--- config.mk ---
export PLATFORM = sky130hd
export DESIGN_NAME = pb_hex_entry
export DESIGN_NICKNAME = d
export VERILOG_FILES = /design/src/rtl/pb_hex_entry.sv
export SDC_FILE = /design/constraint.sdc
export NUM_CORES = 1
export LEC_CHECK = 0
export ABC_AREA = 1
export CAP_MARGIN = 20
export CORE_UTILIZATION = 35
export CTS_CLUSTER_DIAMETER = 100
export DETAILED_ROUTE_END_ITERATION = 8
export PLACE_DENSITY_LB_ADDON = 0.12
export SLEW_MARGIN = 20
export SYNTH_ARGS = -nofsm -noshare
export SYNTH_HDL_FRONTEND = slang
export SYNTH_SLANG_ARGS = --single-unit
--- constraint.sdc ---
create_clock -name hz100 -period 3.7 [get_ports hz100]
set_input_delay 0.555 -clock hz100 [delete_from_list [all_inputs] [get_ports hz100]]
set_output_delay 0.555 -clock hz100 [all_outputs]
set_load 0.005 [all_outputs]
--- src/rtl/pb_hex_entry.sv ---
// Pushbutton synchroniser, debouncer and eight-digit hex entry register.
// Optional macro AUTOREPEAT_EN adds auto-repeat of digit/backspace keys while held.
module pb_hex_entry #(
  parameter int unsigned DEBOUNCE = 3,
  parameter int unsigned REPEAT   = 50
) (
  input  logic        hz100,
  input  logic        reset,
  input  logic [20:0] pb,
  output logic [31:0] entry,
  output logic [3:0]  count,
  output logic [31:0] result,
  output logic        done,
  output logic [4:0]  key_code,
  output logic        key_pulse
);

  typedef enum logic [1:0] {
    IDLE,
    PRESS_WAIT,
    HELD,
    REL_WAIT
  } state_t;

  localparam logic [3:0] DB_LAST  = 4'(DEBOUNCE - 1);
  localparam logic [4:0] CODE_BS  = 5'd16;
  localparam logic [4:0] CODE_CLR = 5'd17;
  localparam logic [4:0] CODE_ENT = 5'd18;

  logic [18:0] sync1;
  logic [18:0] s;
  logic        any;
  logic [4:0]  top_code;
  state_t      state_q, state_d;
  logic [3:0]  cnt_q, cnt_d;
  logic        accept;
  logic        repeat_fire;
  logic        fire;

  // pb[20:19] are not wired to any function.
  logic unused_pb;
  assign unused_pb = ^pb[20:19];

  // NOTE: sequential state always uses non-blocking (<=) so every flop samples
  // pre-edge values; blocking (=) here would chain the two sync stages into one.
  always_ff @(posedge hz100 or posedge reset) begin
    if (reset) begin
      sync1 <= '0;
      s     <= '0;
    end else begin
      sync1 <= pb[18:0];
      s     <= sync1;
    end
  end

  assign any = |s;

  // NOTE: every always_comb output gets a default first; a path that leaves one
  // unassigned would infer a latch.
  always_comb begin
    top_code = 5'd0;
    for (int i = 0; i < 19; i++) begin
      if (s[i]) top_code = 5'(i);
    end
  end

  always_ff @(posedge hz100 or posedge reset) begin
    if (reset) begin
      state_q <= IDLE;
      cnt_q   <= 4'd0;
    end else begin
      state_q <= state_d;
      cnt_q   <= cnt_d;
    end
  end

  always_comb begin
    state_d = state_q;
    cnt_d   = cnt_q;
    accept  = 1'b0;
    case (state_q)
      IDLE: begin
        if (any) begin
          if (DEBOUNCE == 1) begin
            accept  = 1'b1;
            state_d = HELD;
          end else begin
            state_d = PRESS_WAIT;
            cnt_d   = 4'd1;
          end
        end
      end
      PRESS_WAIT: begin
        if (!any) begin
          state_d = IDLE;
        end else if (cnt_q == DB_LAST) begin
          accept  = 1'b1;
          state_d = HELD;
        end else begin
          cnt_d = cnt_q + 4'd1;
        end
      end
      HELD: begin
        if (!any) begin
          state_d = REL_WAIT;
          cnt_d   = 4'd1;
        end
      end
      REL_WAIT: begin
        if (any) begin
          state_d = HELD;
        end else if (DEBOUNCE == 1 || cnt_q == DB_LAST) begin
          state_d = IDLE;
        end else begin
          cnt_d = cnt_q + 4'd1;
        end
      end
      default: state_d = IDLE;
    endcase
  end

`ifdef AUTOREPEAT_EN
  localparam logic [7:0] RPT_LAST = 8'(REPEAT - 1);
  logic [7:0] rpt_q;

  // Counter wraps every REPEAT held cycles; clear and enter let it wrap silently.
  assign repeat_fire = (state_q == HELD) && any && (rpt_q == RPT_LAST) &&
                       (top_code <= CODE_BS);

  always_ff @(posedge hz100 or posedge reset) begin
    if (reset) begin
      rpt_q <= 8'd0;
    end else if (state_q == HELD && any) begin
      rpt_q <= (rpt_q == RPT_LAST) ? 8'd0 : rpt_q + 8'd1;
    end else begin
      rpt_q <= 8'd0;
    end
  end
`else
  assign repeat_fire = 1'b0;
`endif

  assign fire = accept | repeat_fire;

  always_ff @(posedge hz100 or posedge reset) begin
    if (reset) begin
      entry     <= 32'd0;
      count     <= 4'd0;
      result    <= 32'd0;
      done      <= 1'b0;
      key_code  <= 5'd0;
      key_pulse <= 1'b0;
    end else begin
      key_pulse <= fire;
      done      <= fire && (top_code == CODE_ENT);
      if (fire) begin
        key_code <= top_code;
        case (top_code)
          CODE_ENT: begin
            result <= entry;
            entry  <= 32'd0;
            count  <= 4'd0;
          end
          CODE_CLR: begin
            entry <= 32'd0;
            count <= 4'd0;
          end
          CODE_BS: begin
            if (count != 4'd0) begin
              entry <= {4'h0, entry[31:4]};
              count <= count - 4'd1;
            end
          end
          default: begin
            entry <= {entry[27:0], top_code[3:0]};
            if (count != 4'd8) count <= count + 4'd1;
          end
        endcase
      end
    end
  end

endmodule

==> results.md <==
- Status: completed
- CP top delay family: simple AND/OR/NAND/NOR gates
- TritonCTS Sinks: around 120
- Slew Limit Fails: 0
- CP max FO: 35
- Mapped Area: 0.00461 mm^2
- Pin count of the biggest net entering global routing: 61
- DR pass1 iterations: 4
- Setup Skew: around 0.0090 ns
- Leakage power: ~0.0028 uW
- Critical path arrival: around 2.8 ns
- Ys flop type: dfrtp_1
- Yosys cell types: 34
- Wirelength per Cell: roughly 15 um
- VDD IR max: approximately 0.00028 V
- Synth-to-Final Area Change: 38.4%
- # diodes: 0
- Fmax: roughly 0.4 GHz
- Cell mode on critical path: nand2_1
- Mean Syn Cell Area: 10.9 um^2
- Remaining global-route overflow: 0
- DIE AREA: 0.0136 mm^2
- Max_cap viols: 0
- Worst skew pair latency: approximately 0.41 ns
- Detailed Route WL: just over 10000 um
- Number of core rows: 41
- Vias per cell: between 4 and 5
- Ratio of final minimum period to clock period: 0.677
- Initial antenna violation count: 0
- Die H: ~120 um
- Max incr delay on CP: around 0.45 ns
- Post-CTS setup buffer count: 0
- Vias in the first global route: between 3000 and 4000
- Antenna Violating Nets Remaining: 0
- FILL cells: roughly 1200
- GPL Wtd Cong: 0.803
- Most frequent cells in the layout: dfrtp_1 (119), clkdlybuf4s50_1 (95), nand2_1 (74)
- Setup TNS: 0 ns
- CTS Hold Buffers Added: 0
- Htree depth: 4
- YS warnings: 0
- Cts repair resizes: 0
- DRC viols: 0
- Worst setup SP type: flip-flop
- TritonCTS clock tree: done
- Dpl hpwl: roughly 7000 um
- Critical setup path kind: reg2reg
- RSZ-0062 raised after global routing: no
- Syn Inst Count: around 420
- Total GRT Usage: 0.167
- Design Power: around 3600 uW
- Maximum buffer depth of the clock tree: 2
- Worst-path clk slew: around 0.05 ns
- Die Span X: around 120 um
- Cts bufs inserted: 17
- Buf/Inv on CP: 2
- Core box area: approximately 0.013 mm^2
- Final Hold Fails: 0
- Seq cells post-synth: around 120
- Worst Path Required: between 4 and 5 ns
- Endpoints failing setup: 0
- Via count: 3297
- Crit path max-delay cell type: nand2_2
- Slew at the pin closest to its max-slew limit: around 0.73 ns
- Asr flop ratio synth: 1.00
- Post-synthesis sequential area ratio: 0.646
- Slew HR: 0.513
- CTS Root Cell: clkbuf_16
- Min cycle time layout: around 2.5 ns
- Post-synth net total: 450
- Critical path, cell by cell: nor4_2 -> nand2_1 -> nand3b_4 -> nand3_4 -> inv_4 -> nand2_2 -> buf_4 -> nand2_1 -> o21ai_1
- DR iter-0 viols: between 150 and 200
- Share of layout cells above drive strength 1: 0.0950
- Worst hold path class: reg2reg
- Post-synth EDFFs: 0
- Cell Pwr Density: approximately 570 mW/mm^2
- Port Buf Inserts: between 90 and 100
- Fin nets: about 550
- Initial Utilization: 0.362
- Io pins: 98
- First-pass GRT wire length: approximately 17000 um
- Setup crit end kind: flip-flop
- Most common cell after layout, fill and taps aside: dfrtp_1
[registers in the layout, summed over array words and instances, names as in the netlist, 4 cells and up, named ones only]
register / count
count: 4
cnt_q: 4
s: 19
key_code: 5
sync1: 19
result: 32
entry: 32
[per-layer routing]
layer | track usage | up-vias | wire, um
li1 | - | 1610 | -
met1 | 0.217 | 1595 | 4710
met2 | 0.261 | 78 | 4940
met3 | 0.0498 | 14 | 482
met4 | 0.0709 | 0 | 169
met5 | 0 | - | 0
[synth_stat cells, types with 2 or more instances]
cell	number	area, um^2
dfrtp_1	119	2980
nand2_1	74	278
inv_1	61	229
nand3_1	37	185
o21ai_1	32	160
o221ai_1	24	210
o21ai_0	13	65.1
buf_2	9	45.0
o22ai_1	9	56.3
nor2_1	5	18.8
buf_6	4	45.0
ha_1	4	50.1
buf_4	3	22.5
xor2_1	3	26.3
a21oi_1	2	10.0
buf_1	2	7.51
inv_2	2	7.51
nor2_2	2	12.5
nor4_2	2	25.0
[through the flow]
stage          hold slack [ns]  cell area, um^2  worst slack (ns)  instances   util
2_1_floorplan            0.331             4610              1.69        422      -
3_3_place_gp             0.335             5720              1.27        677  0.450
3_5_place_dp             0.335             5720              1.21        677  0.450
4_1_cts                  0.347             6380              1.16        709  0.501
5_1_grt                  0.349             6380             0.934        709  0.501
6_report                 0.346             6380              1.19        709  0.501
[cells by family (layout without fill, tap and decap cells)]
group,after synthesis,after routing,synth area share
adders and majority gates,5,5,0.0152
AOI/OAI and AO/OA,83,83,0.114
buffers and inverters,82,197,0.0787
DFF,119,119,0.646
and+or+nand+nor,129,129,0.138
xor gates and xnor gates,4,4,0.00760
[worst reg2reg max path, cell delays in order, from the launching register on]
cell and delay, ns:
dfrtp_1 0.38, nor4_2 0.36, nand2_1 0.14, nand3b_4 0.21, nand3_4 0.16, inv_4 0.07, nand2_2 0.45, buf_4 0.46
nand2_1 0.11, o21ai_1 0.08
[final timing paths]
| kind | from | end | slack (ns) | depth (start not counted) |
|---|---|---|---|---|
| setup / recovery | s[15] | result[20] | 1.19 | 9 |
| min in group asynchronous | reset | done | 0.62 | 2 |
| setup reg to reg | s[15] | result[20] | 1.19 | 9 |
| hold / removal | sync1[5] | s[5] | 0.35 | 0 |
| max in group asynchronous | reset | result[10] | 2.23 | 3 |
| hold reg to reg | sync1[5] | s[5] | 0.35 | 0 |
[layout make-up]
cell class / instances / area (um^2) / share of cell area
sequential: 119 / 2980 / 0.467
clock inverter: 11 / 196 / 0.0308
multi-input combinational: 221 / 1270 / 0.200
timing repair buffer: 101 / 1010 / 0.158
inverter: 64 / 246 / 0.0387
clock buffer: 21 / 460 / 0.0722
tap: 172 / 215 / 0.0337
[power breakdown]
| part | leakage, uW | internal, uW | switching [uW] |
|---|---|---|---|
| Clock | 0.000313 | 1230 | 571 |
| Combinational | 0.000934 | 166 | 184 |
| Sequential | 0.00155 | 1390 | 60.9 |
Power figures use the tool's default switching activity.
